--- src/rtl/pin_synch_filter_if.sv ---
// ---------------------------------------------------------------------------
// pin_synch_filter_if
//   Bundles the per-channel pin signals of pin_synch_filter into one port.
//
//   Optional feature macro: PIN_SYNCH_STICKY_EN
//     When defined, the interface also carries i_clrSticky / o_sticky.
//
//   Signals (all NUM_CH wide):
//     i_asynchLines  raw external lines, asynchronous to the filter clock
//     o_synchLines   synchronized, unfiltered lines
//     o_level        debounced level
//     o_rise         one-cycle pulse on a 0->1 change of o_level
//     o_fall         one-cycle pulse on a 1->0 change of o_level
//     i_clrSticky    per-channel sticky clear   (PIN_SYNCH_STICKY_EN only)
//     o_sticky       per-channel sticky flag    (PIN_SYNCH_STICKY_EN only)
//
//   Modports:
//     master  the side that drives the pins and consumes the filtered view
//     slave   the filter itself
// ---------------------------------------------------------------------------
interface pin_synch_filter_if #(
  parameter int NUM_CH = 4
);

  logic [NUM_CH-1:0] i_asynchLines;
  logic [NUM_CH-1:0] o_synchLines;
  logic [NUM_CH-1:0] o_level;
  logic [NUM_CH-1:0] o_rise;
  logic [NUM_CH-1:0] o_fall;
`ifdef PIN_SYNCH_STICKY_EN
  logic [NUM_CH-1:0] i_clrSticky;
  logic [NUM_CH-1:0] o_sticky;
`endif

`ifdef PIN_SYNCH_STICKY_EN
  modport master (
    output i_asynchLines,
    output i_clrSticky,
    input  o_synchLines,
    input  o_level,
    input  o_rise,
    input  o_fall,
    input  o_sticky
  );

  modport slave (
    input  i_asynchLines,
    input  i_clrSticky,
    output o_synchLines,
    output o_level,
    output o_rise,
    output o_fall,
    output o_sticky
  );
`else
  modport master (
    output i_asynchLines,
    input  o_synchLines,
    input  o_level,
    input  o_rise,
    input  o_fall
  );

  modport slave (
    input  i_asynchLines,
    output o_synchLines,
    output o_level,
    output o_rise,
    output o_fall
  );
`endif

endinterface

--- src/rtl/pin_synch_filter.sv ---
// ---------------------------------------------------------------------------
// pin_synch_filter
//   Multi-channel pin conditioner: each of NUM_CH asynchronous lines runs
//   through a STAGES-deep synchronizer chain and then a per-channel
//   debounce filter that only accepts a new value after it has been seen on
//   DB_CYCLES consecutive edges. Emits the filtered level plus registered
//   one-cycle rise/fall pulses per channel.
//
//   Optional feature macro: PIN_SYNCH_STICKY_EN
//     Adds a per-channel sticky change flag (o_sticky) that sets on any
//     rise/fall pulse and clears when i_clrSticky is sampled high; a set
//     coinciding with a clear wins.
//
//   Ports:
//     i_clk   system clock, rising edge
//     i_rstn  asynchronous active-low reset
//     bus     pin_synch_filter_if.slave
//               i_asynchLines  raw lines in
//               o_synchLines   last synchronizer stage
//               o_level        debounced level
//               o_rise/o_fall  one-cycle change pulses
//               i_clrSticky/o_sticky  (PIN_SYNCH_STICKY_EN only)
//
//   Parameters:
//     NUM_CH     number of channels (>=1)
//     STAGES     synchronizer depth (>=2)
//     DB_CYCLES  consecutive edges a new value must hold (>=1)
//     RST_VAL    reset value of synchronizer flops and filtered levels
// ---------------------------------------------------------------------------
module pin_synch_filter #(
  parameter int NUM_CH    = 4,
  parameter int STAGES    = 2,
  parameter int DB_CYCLES = 4,
  parameter bit RST_VAL   = 1'b0
) (
  input logic              i_clk,
  input logic              i_rstn,
  pin_synch_filter_if.slave bus
);

  localparam int CNT_W = $clog2(DB_CYCLES + 1);
  localparam logic [CNT_W-1:0] CNT_LAST = CNT_W'(DB_CYCLES - 1);

  // Stage 0 is the flop that first samples the pin; stage STAGES-1 is S.
  logic [STAGES-1:0][NUM_CH-1:0] r_sync;
  logic [NUM_CH-1:0][CNT_W-1:0]  r_cnt;
  logic [NUM_CH-1:0]             r_level;
  logic [NUM_CH-1:0]             r_rise;
  logic [NUM_CH-1:0]             r_fall;

  logic [NUM_CH-1:0]             w_sNext;
  logic [NUM_CH-1:0]             w_diff;
  logic [NUM_CH-1:0]             w_accept;
  logic [NUM_CH-1:0][CNT_W-1:0]  w_cntNext;

  // The filter evaluates the value that S takes on this very edge, so the
  // counter advances in the same edge that the new value lands in the last
  // synchronizer stage. That keeps the total pin-to-level latency at
  // STAGES + DB_CYCLES - 1 edges.
  assign w_sNext = r_sync[STAGES-2];

  // Per-channel debounce decision: clear the count when S agrees with the
  // level, count up while it disagrees, and accept the new value on the
  // DB_CYCLES-th consecutive disagreement. The >= compare keeps the counter
  // saturating rather than wrapping.
  always_comb begin
    w_diff    = w_sNext ^ r_level;
    w_accept  = '0;
    w_cntNext = '0;
    for (int ch = 0; ch < NUM_CH; ch++) begin
      if (w_diff[ch]) begin
        if (r_cnt[ch] >= CNT_LAST) begin
          w_accept[ch] = 1'b1;
        end else begin
          w_cntNext[ch] = r_cnt[ch] + 1'b1;
        end
      end
    end
  end

  // Synchronizer chain, filter state and registered event pulses. Reset is
  // asynchronous, so a pending count is discarded the moment i_rstn drops.
  always_ff @(posedge i_clk or negedge i_rstn) begin
    if (!i_rstn) begin
      r_sync  <= {(STAGES*NUM_CH){RST_VAL}};
      r_level <= {NUM_CH{RST_VAL}};
      r_cnt   <= '0;
      r_rise  <= '0;
      r_fall  <= '0;
    end else begin
      r_sync  <= {r_sync[STAGES-2:0], bus.i_asynchLines};
      r_level <= r_level ^ w_accept;
      r_cnt   <= w_cntNext;
      r_rise  <= w_accept & w_sNext;
      r_fall  <= w_accept & ~w_sNext;
    end
  end

  assign bus.o_synchLines = r_sync[STAGES-1];
  assign bus.o_level      = r_level;
  assign bus.o_rise       = r_rise;
  assign bus.o_fall       = r_fall;

`ifdef PIN_SYNCH_STICKY_EN
  logic [NUM_CH-1:0] r_sticky;

  // Sticky flag: set by the visible rise/fall pulse, cleared by a sampled
  // clear; the OR after the clear term makes a simultaneous set win.
  always_ff @(posedge i_clk or negedge i_rstn) begin
    if (!i_rstn) begin
      r_sticky <= '0;
    end else begin
      r_sticky <= (r_sticky & ~bus.i_clrSticky) | r_rise | r_fall;
    end
  end

  assign bus.o_sticky = r_sticky;
`endif

endmodule

--- src/flat_wrapper.sv ---
// flat-port wrapper written by rule: the top's interface ports become plain ports
module pin_synch_filter_flat 
#(
  parameter int NUM_CH    = 4,
  parameter int STAGES    = 2,
  parameter int DB_CYCLES = 4,
  parameter bit RST_VAL   = 1'b0
)
  (i_clk, i_rstn, bus_i_asynchLines, bus_o_synchLines, bus_o_level, bus_o_rise, bus_o_fall);
  pin_synch_filter_if #(.NUM_CH(NUM_CH)) bus_i ();
  input logic i_clk;
  input logic i_rstn;
  input wire logic [$bits(bus_i.i_asynchLines)-1:0] bus_i_asynchLines;
  output wire logic [$bits(bus_i.o_synchLines)-1:0] bus_o_synchLines;
  output wire logic [$bits(bus_i.o_level)-1:0] bus_o_level;
  output wire logic [$bits(bus_i.o_rise)-1:0] bus_o_rise;
  output wire logic [$bits(bus_i.o_fall)-1:0] bus_o_fall;
  assign bus_i.i_asynchLines = bus_i_asynchLines;
  assign bus_o_synchLines = bus_i.o_synchLines;
  assign bus_o_level = bus_i.o_level;
  assign bus_o_rise = bus_i.o_rise;
  assign bus_o_fall = bus_i.o_fall;
  pin_synch_filter #(.NUM_CH(NUM_CH), .STAGES(STAGES), .DB_CYCLES(DB_CYCLES), .RST_VAL(RST_VAL)) u_core (.i_clk(i_clk), .i_rstn(i_rstn), .bus(bus_i));
endmodule
--- config.mk ---
export PLATFORM = sky130hd
export DESIGN_NAME = pin_synch_filter_flat
export DESIGN_NICKNAME = d
export VERILOG_FILES = /design/src/rtl/pin_synch_filter_if.sv /design/src/rtl/pin_synch_filter.sv /design/src/flat_wrapper.sv
export SDC_FILE = /design/constraint.sdc
export NUM_CORES = 1
export LEC_CHECK = 0
export ABC_CLOCK_PERIOD_IN_PS = 3700
export CAP_MARGIN = 10
export CORE_MARGIN = 10
export CORE_UTILIZATION = 54
export CTS_CLUSTER_DIAMETER = 200
export DETAILED_ROUTE_END_ITERATION = 16
export HOLD_SLACK_MARGIN = 0.06
export PLACE_DENSITY = 0.78
export RECOVER_POWER = 50
export SLEW_MARGIN = 20
export SYNTH_ARGS = -nofsm -noshare
export SYNTH_HDL_FRONTEND = slang
export SYNTH_SLANG_ARGS = --single-unit
export TNS_END_PERCENT = 20
--- constraint.sdc ---
create_clock -name i_clk -period 3.7 [get_ports i_clk]
set_clock_uncertainty 0.05 [all_clocks]
set_input_delay 0.74 -clock i_clk [delete_from_list [all_inputs] [get_ports i_clk]]
set_output_delay 0.74 -clock i_clk [all_outputs]
set_load 0.05 [all_outputs]
======== Word-level counts from Yosys, hierarchy flattened ========
Index checks and enable logic that the tools add are counted.
word-level totals
  flip-flop bits (word level) ............. 32
  latch bits .............................. 0
  RAM bits ................................ 0
  bits in read-only memories .............. 0
  input port bits ......................... 6
  output and inout port bits .............. 16
  word-level logic and storage cells ...... 38
  memories kept ........................... 0
operators by class
  $add $sub $neg .......................... 4
  multipliers ............................. 0
  divide/modulo/power cells ............... 0
  $lt $le $gt $ge ......................... 4
  equal/unequal tests ..................... 0
  shifts and indexed selects .............. 0
  mux-type cells .......................... 16
  bitwise logic cells ..................... 5
  reduce and logical (&&, ||, !) cells .... 0
operator list
  operator             number
  $mux 3               8
  $add 3x1->3 const B  4
  $ge 3x2->1 const B   4
  $and 4x4->4          2
  $mux 1               8
  $xor 4x4->4          2
  $not 4->4            1

======== Logic depth before layout (Yosys ltp) ========
Gate-level depths: netlist (run 1).
  depth after elaboration ................. 4
  depth in mapped cells ................... 4

======== Least setup slack after synthesis (run 1) ========
No wires, ideal clock.
  path kind ............................... register to register
  start point ............................. register u_core.r_cnt[0] in the netlist's numbering
  end point ............................... register (tool-made name)
  arrival ................................. 1.405 ns
  path slack .............................. 2.120 ns
  stages on the path, launching flop included .. 5
  buffers on the path ..................... 0
  clock period less this slack ............ 1.580 ns
  cell sequence ........................... dfrtp_1 > ha_1 > ha_1 > a211oi_4 > mux2_4
RTL lines
  item                    line                    RTL
  start, declared         pin_synch_filter.sv:46  logic [NUM_CH-1:0][CNT_W-1:0] r_cnt;
  start signal, assigned  pin_synch_filter.sv:93  r_cnt <= w_cntNext;

==> run metrics, run 1 <==
Vias about 680; most used flip-flop cell after synthesis dfrtp_1; total negative setup slack 0 ns; Pwr Total around 1.2 mW; DP Area around 1500 um^2; Total Routing Usage GR just over 10%; Yosys cell types 13; Period Utilization, post-route 64.50%; Startpoint Class flip-flop; clk_lat worst skew a little over 0.3 ns; status finished, violations left; IO Port Bufs 21; Via density 5.143; Hold-fix buffers, CTS 0; Die Wd 68.19 um; syn nets 90; pwr/cell area 792.6 nW/um^2; Worst VDD drop between 500 and 600 uV; crit-path max FO 5; slew margin rel. -7.227%; most frequent cells after synthesis 32 x dfrtp_1, 9 x nor3b_1, 8 x ha_1; largest area contributor in the netlist dfrtp_1; Initial DRT Pass Iterations 2; Routed Antenna Nets 0; die area 4649 um^2; final setup violation count 0; WL final 1.983 mm; Final Hold Fails 0; CP delay by family, top buffers and inverters; Leak slightly above 0.7 nW; cell chain of the critical path clkdlybuf4s50_1; global route total overflow 0; slowest stage delay, CP roughly 0.84 ns; Finished Layout Cells roughly 130; min Tclk post-route approximately 2.4 ns; Ys Warns 0; largest net degree at the start of global routing 33; # DRC 0; layout cell share with drive strength beyond 1 a little under a fifth; most frequent cell after synthesis dfrtp_1; worst-margin pin slew 1.608 ns; register area ~800 um^2; failing checks capacitance limit, slew limit; final core utilization 70.87%; Core Footprint 2212 um^2; Mapped Cells between 70 and 80; Multi-input gate area 437.9 um^2; Max Fclk approximately 420 MHz; Post-Place Cells 126; RSZ-0062 raised after global routing no; #FFs+latches synth 32; routed length per instance between 10 and 15 um; CP max-delay cell clkdlybuf4s50_1; Pins Over Slew Limit 33; DPL Wire Length 1.497 mm; nets ~120; PostCTS Resize Cnt 0; register area share after synthesis 63.87%; worst path arrival time ~1.6 ns; Max Cap Viol 1; sum of buffers and inverters on the critical path 1; Num CTS Buffers 5; synthesized cell area approximately 1300 um^2; Post-CTS Setup Inserts 0; crit end category primary output; EDFF count, synth 0; area delta synth->final 25.05%; antenna fix cells 0; critical path class reg2out; clock transition at the registers of the reported paths approximately 0.09 ns; Req. time, crit path between 2 and 3 ns; # IOs 22; clock sinks 32; gpl congestion slightly below 0.7; CTS Buffer Depth 2; CTS root buf clkbuf_4; Initial DRC Count 6; first-pass GRT wire length ~3.5 mm; initial antenna violation count 0; Avg Inst Size Synth about 16 um^2; CTS tree yes; Synth top area share between 60% and 70%; worst min-delay path category reg2reg; DIE HEIGHT ~70 um; final-layout fill cell count 167; largest cells by area after synthesis dfrtp_1 64%, ha_1 8.0%, a211oi_4 6.4%; H-tree Lvls 2; row count 17; fraction of registers with async set/reset 100.0%; vias in the first global route roughly 760; starting density of the core between 50% and 60%; design area about 1600 um^2
cell families after synthesis:
| group | count (synthesis) | synth area share, % |
|---|---|---|
| multiplexers | 4 | 4.491 |
| flip-flops | 32 | 63.87 |
| adder cells (fa/ha/maj) | 8 | 7.984 |
| buffers and inverters | 4 | 1.197 |
| XOR/XNOR | 4 | 2.794 |
| AND/OR/NAND/NOR | 20 | 13.27 |
| AO/OA/AOI/OAI | 4 | 6.387 |
path summary, 6_finish.rpt:
check | startpoint | endpoint | slack, ns | cells after the start
setup / recovery | flip-flop | bus_o_level[1] | 1.31 | 1
hold / removal | u_core.w_sNext[2]$_DFF_PN0_ | u_core.bus.o_synchLines[2]$_DFF_PN0_ | 0.42 | 0
setup reg to reg | u_core.r_cnt[9]$_DFF_PN0_ | flip-flop | 2.01 | 4
hold reg to reg | u_core.w_sNext[2]$_DFF_PN0_ | u_core.bus.o_synchLines[2]$_DFF_PN0_ | 0.42 | 0
max in group asynchronous | i_rstn | u_core.bus.o_synchLines[2]$_DFF_PN0_ | 1.36 | 2
min in group asynchronous | i_rstn | u_core.r_cnt[9]$_DFF_PN0_ | 1.31 | 2
through the flow:
step | setup slack [ns] | hold slack (ns)
after floorplan | 2.120 | 0.3683
after global placement | 1.691 | 0.3884
after detailed placement | 1.649 | 0.4073
after CTS | 1.290 | 0.4270
after global routing | 0.9626 | 0.4566
final | 1.314 | 0.4244
worst reg2reg max path, stage by stage (launching register included):
cell,delay (ns)
dfrtp_1,0.43
ha_1,0.22
ha_1,0.21
a211oi_4,0.31
mux2_1,0.37
layout make-up:
class	instances	share of cell area, %
repair buffers	22	13.65
inverters	4	0.9577
flip-flops and latches	32	51.08
multi-input cells	40	27.93
well taps	28	2.235
clock buffers	7	4.150
metal layers:
layer / up-vias / share of wire (%) / track usage [%]
li1: 325 / - / -
met1: 337 / 43 / 10.43
met2: 20 / 47 / 16.86
met3: 2 / 8.5 / 5.546
met4: 0 / 1.5 / 6.030
met5: - / 0 / 0
placed cells by master, fill, tap and decap left out:
cell type	netlist	routed
dfrtp_1	32	32
clkdlybuf4s50_1	0	16
nor3b_1	9	9
ha_1	8	8
clkbuf_4	0	5
dlygate4sd3_1	0	5
xnor2_1	4	4
inv_1	4	4
a211oi_4	4	4
and3b_2	3	3
nor3b_2	3	3
mux2_4	3	3
nor3_1	2	2
nor4_1	2	2
clkbuf_8	0	2
and3b_1	1	1
mux2_1	1	1
clkbuf_1	0	1
power by group:
part | internal, mW | total [mW] | switching [mW]
combinational | 0.228 | 0.503 | 0.275
clock | 0.108 | 0.212 | 0.104
sequential | 0.435 | 0.528 | 0.0929
No activity file was read; power rests on OpenSTA's default activity.
==> inputs of run 2 (changes only) <==
- ABC_CLOCK_PERIOD_IN_PS: 3700 -> 2000
- CORE_UTILIZATION: 54 -> 45
- PLACE_DENSITY: 0.78 -> 0.7
- clock period: 3.7 -> 2 ns (I/O delays scaled with it)
==> run 2 against run 1 <==
Against the previous run:
- the flow now finishes without violations
- cell area up 0.80%
- power grew 90%
- flip-flop and latch count did not move
- critical path depth unchanged
- register-to-register slack worse by 1.7 ns
- setup slack got worse by 1.2 ns
- final cell count up 3.0%
- sequential power grew 85%
- sequential share of layout area down 0.40 points
- clock power is 130% higher
- utilization fell by 13 points
- critical path type unchanged
- highest routed layer unchanged
==> run metrics, run 2 (synthesized netlist as in run 1, its figures left out) <==
status finished, final reports clean; layout cell share with drive strength beyond 1 24.53% (+5.5 points); Post-CTS Setup Inserts 0 (unchanged); clock transition at the registers of the reported paths 0.11 ns (+0.02 ns); row count 19 (+2); worst path arrival time 1.48 ns (-0.12 ns); CTS tree yes; slew margin rel. 50.39% (+58 points); Num CTS Buffers 5 (unchanged); worst-margin pin slew 0.7442 ns (-0.8642 ns); crit end category primary output; cell chain of the critical path clkdlybuf4s50_1; # IOs 22 (unchanged); most frequent cells in the layout 32 x dfrtp_1, 11 x clkdlybuf4s50_1, 9 x nor3b_1; clk_lat worst skew 0.33 ns (+0.02 ns); vias in the first global route 740 (-3.0%); antenna fix cells 0 (unchanged); final-layout fill cell count 222 (+33%); Leak 0.7351 nW (+4.1%); Clk pwr share 20.6% (+3.6 points); largest net degree at the start of global routing 33 (unchanged); min Tclk post-route just under 2 ns; crit-path max FO 1 (-4); Initial DRC Count 11 (+5); critical path class reg2out; CP delay by family, top buffers and inverters; DPL Wire Length 1.457 mm (-2.7%); CTS Buffer Depth 2 (unchanged); CTS root buf clkbuf_4; IO Port Bufs 21 (unchanged); slowest stage delay, CP 0.80 ns (-0.04 ns); initial antenna violation count 0 (unchanged); first-pass GRT wire length 3.387 mm (-3.4%); Routed Antenna Nets 0 (unchanged); CP max-delay cell clkdlybuf4s50_1; DIE HEIGHT 72.78 um (+6.7%); logic gate share of total power 38.1% (-2.4 points); Total Routing Usage GR 8.385% (-2.0 points); register area 800.8 um^2 (unchanged); routed length per instance 14.73 um (-1.2%); die area 5297 um^2 (+14%); nets 119 (unchanged); global route total overflow 0 (unchanged); area delta synth->final 26.05%; Core Footprint 2710 um^2 (+23%); Die Wd 72.78 um (+6.7%); total negative setup slack 0 ns (unchanged); Multi-input gate area 437.9 um^2 (unchanged); Final Hold Fails 0 (unchanged); commonest non-fill, non-tap cell in the layout dfrtp_1; gpl congestion 0.6958 (+3.4%); Vias 665 (-2.8%); Via density 4.854 (-5.6%); H-tree Lvls 2 (unchanged); Int Pwr 1.472 mW (+91%); Worst VDD drop 866.7 uV (+47%); sequential share of power 41.3% (-1.2 points); starting density of the core 46.26% (-10 points); RSZ-0062 raised after global routing no; worst min-delay path category reg2reg; Startpoint Class flip-flop; final setup violation count 0 (unchanged); Max Cap Viol 0 (-1); Period Utilization, post-route between 90% and 100%; pwr/cell area 1497 nW/um^2 (+89%); Pins Over Slew Limit 0 (-100%); clock sinks 32 (unchanged); Req. time, crit path 1.55 ns (-1.36 ns); switching power total 893.1 uW (+89%); DP Area 1500 um^2 (-0.41%); R2R setup slack 0.34 ns (-1.67 ns); sum of buffers and inverters on the critical path 1 (unchanged); WL final 2.018 mm (+1.8%); Net Sw Frac 37.76% (-0.22 points); design area 1580 um^2 (+0.80%); Initial DRT Pass Iterations 4 (+2); Max Fclk between 500 and 600 MHz; # DRC 0 (unchanged)
==> run 2: layer usage <==
layer | up-vias | GRT usage (%) | routed length, um
met5 | - | 0 | 0
met4 | 0 | 4.430 | 20
met3 | 2 | 6.259 | 216
met2 | 23 | 11.95 | 908
met1 | 316 | 8.852 | 873
li1 | 324 | - | -
==> run 2: power groups by stage <==
stage / clock (mW) / sequential [mW] / combinational, mW
after global routing: 0.531 / 1.00 / 0.971
after CTS: 0.501 / 0.980 / 0.921
after global placement: 0 / 0.983 / 0.900
after detailed placement: 0 / 0.990 / 0.918
after floorplan: 0 / 1.22 / 0.429
final: 0.487 / 0.977 / 0.901
==> run 2: layout make-up <==
type	count	share of cell area, %
clock buffer	5	2.375
inverter	4	0.9501
multi-input combinational	40	27.71
sequential	32	50.67
tap	31	2.454
timing repair buffer	22	13.14
clock inverter	3	2.692
==> run 2: what timing repair did <==
action / 4_1_cts / 5_1_grt
hold endpoints to repair: 0 / 0
hold buffers: 0 / 0
resized for setup: 0 / 1
setup endpoints to repair: 0 / 1
==> run 2: worst reg2reg max path: stages (launching register included) <==
cell	delay, ns
dfrtp_1	0.45
ha_1	0.22
ha_1	0.21
a211oi_4	0.29
mux2_1	0.35
==> run 2: worst paths after layout <==
check                                               start                                   end  depth (start not counted)
min in group asynchronous                          i_rstn        u_core.bus.o_rise[0]$_DFF_PN0_                          2
hold reg to reg               u_core.w_sNext[3]$_DFF_PN0_  u_core.bus.o_synchLines[3]$_DFF_PN0_                          0
setup / recovery           u_core.bus.o_fall[1]$_DFF_PN0_                         bus_o_fall[1]                          1
setup reg to reg                u_core.r_cnt[9]$_DFF_PN0_                             flip-flop                          4
max in group asynchronous                          i_rstn  u_core.bus.o_synchLines[2]$_DFF_PN0_                          2
hold / removal                u_core.w_sNext[3]$_DFF_PN0_  u_core.bus.o_synchLines[3]$_DFF_PN0_                          0
==> run 2: stage by stage <==
step | hold slack (ns) | total power [mW] | setup slack [ns] | instances | utilization [%]
floorplan | 0.05441 | 1.651 | 0.4202 | 76 | -
global placement | 0.3924 | 1.884 | 0.3527 | 129 | 55.36
detailed placement | 0.4047 | 1.908 | 0.3387 | 129 | 55.36
CTS | 0.3977 | 2.403 | 0.03135 | 137 | 58.31
global route | 0.4452 | 2.506 | 0.005780 | 137 | 58.31
finish | 0.4299 | 2.365 | 0.07114 | 137 | 58.31
==> inputs of run 3 (changes only) <==
- TNS_END_PERCENT: 20 -> 10
==> results of run 3 <==
Same layout as run 2: the final DEF is identical, and so are final timing and power.
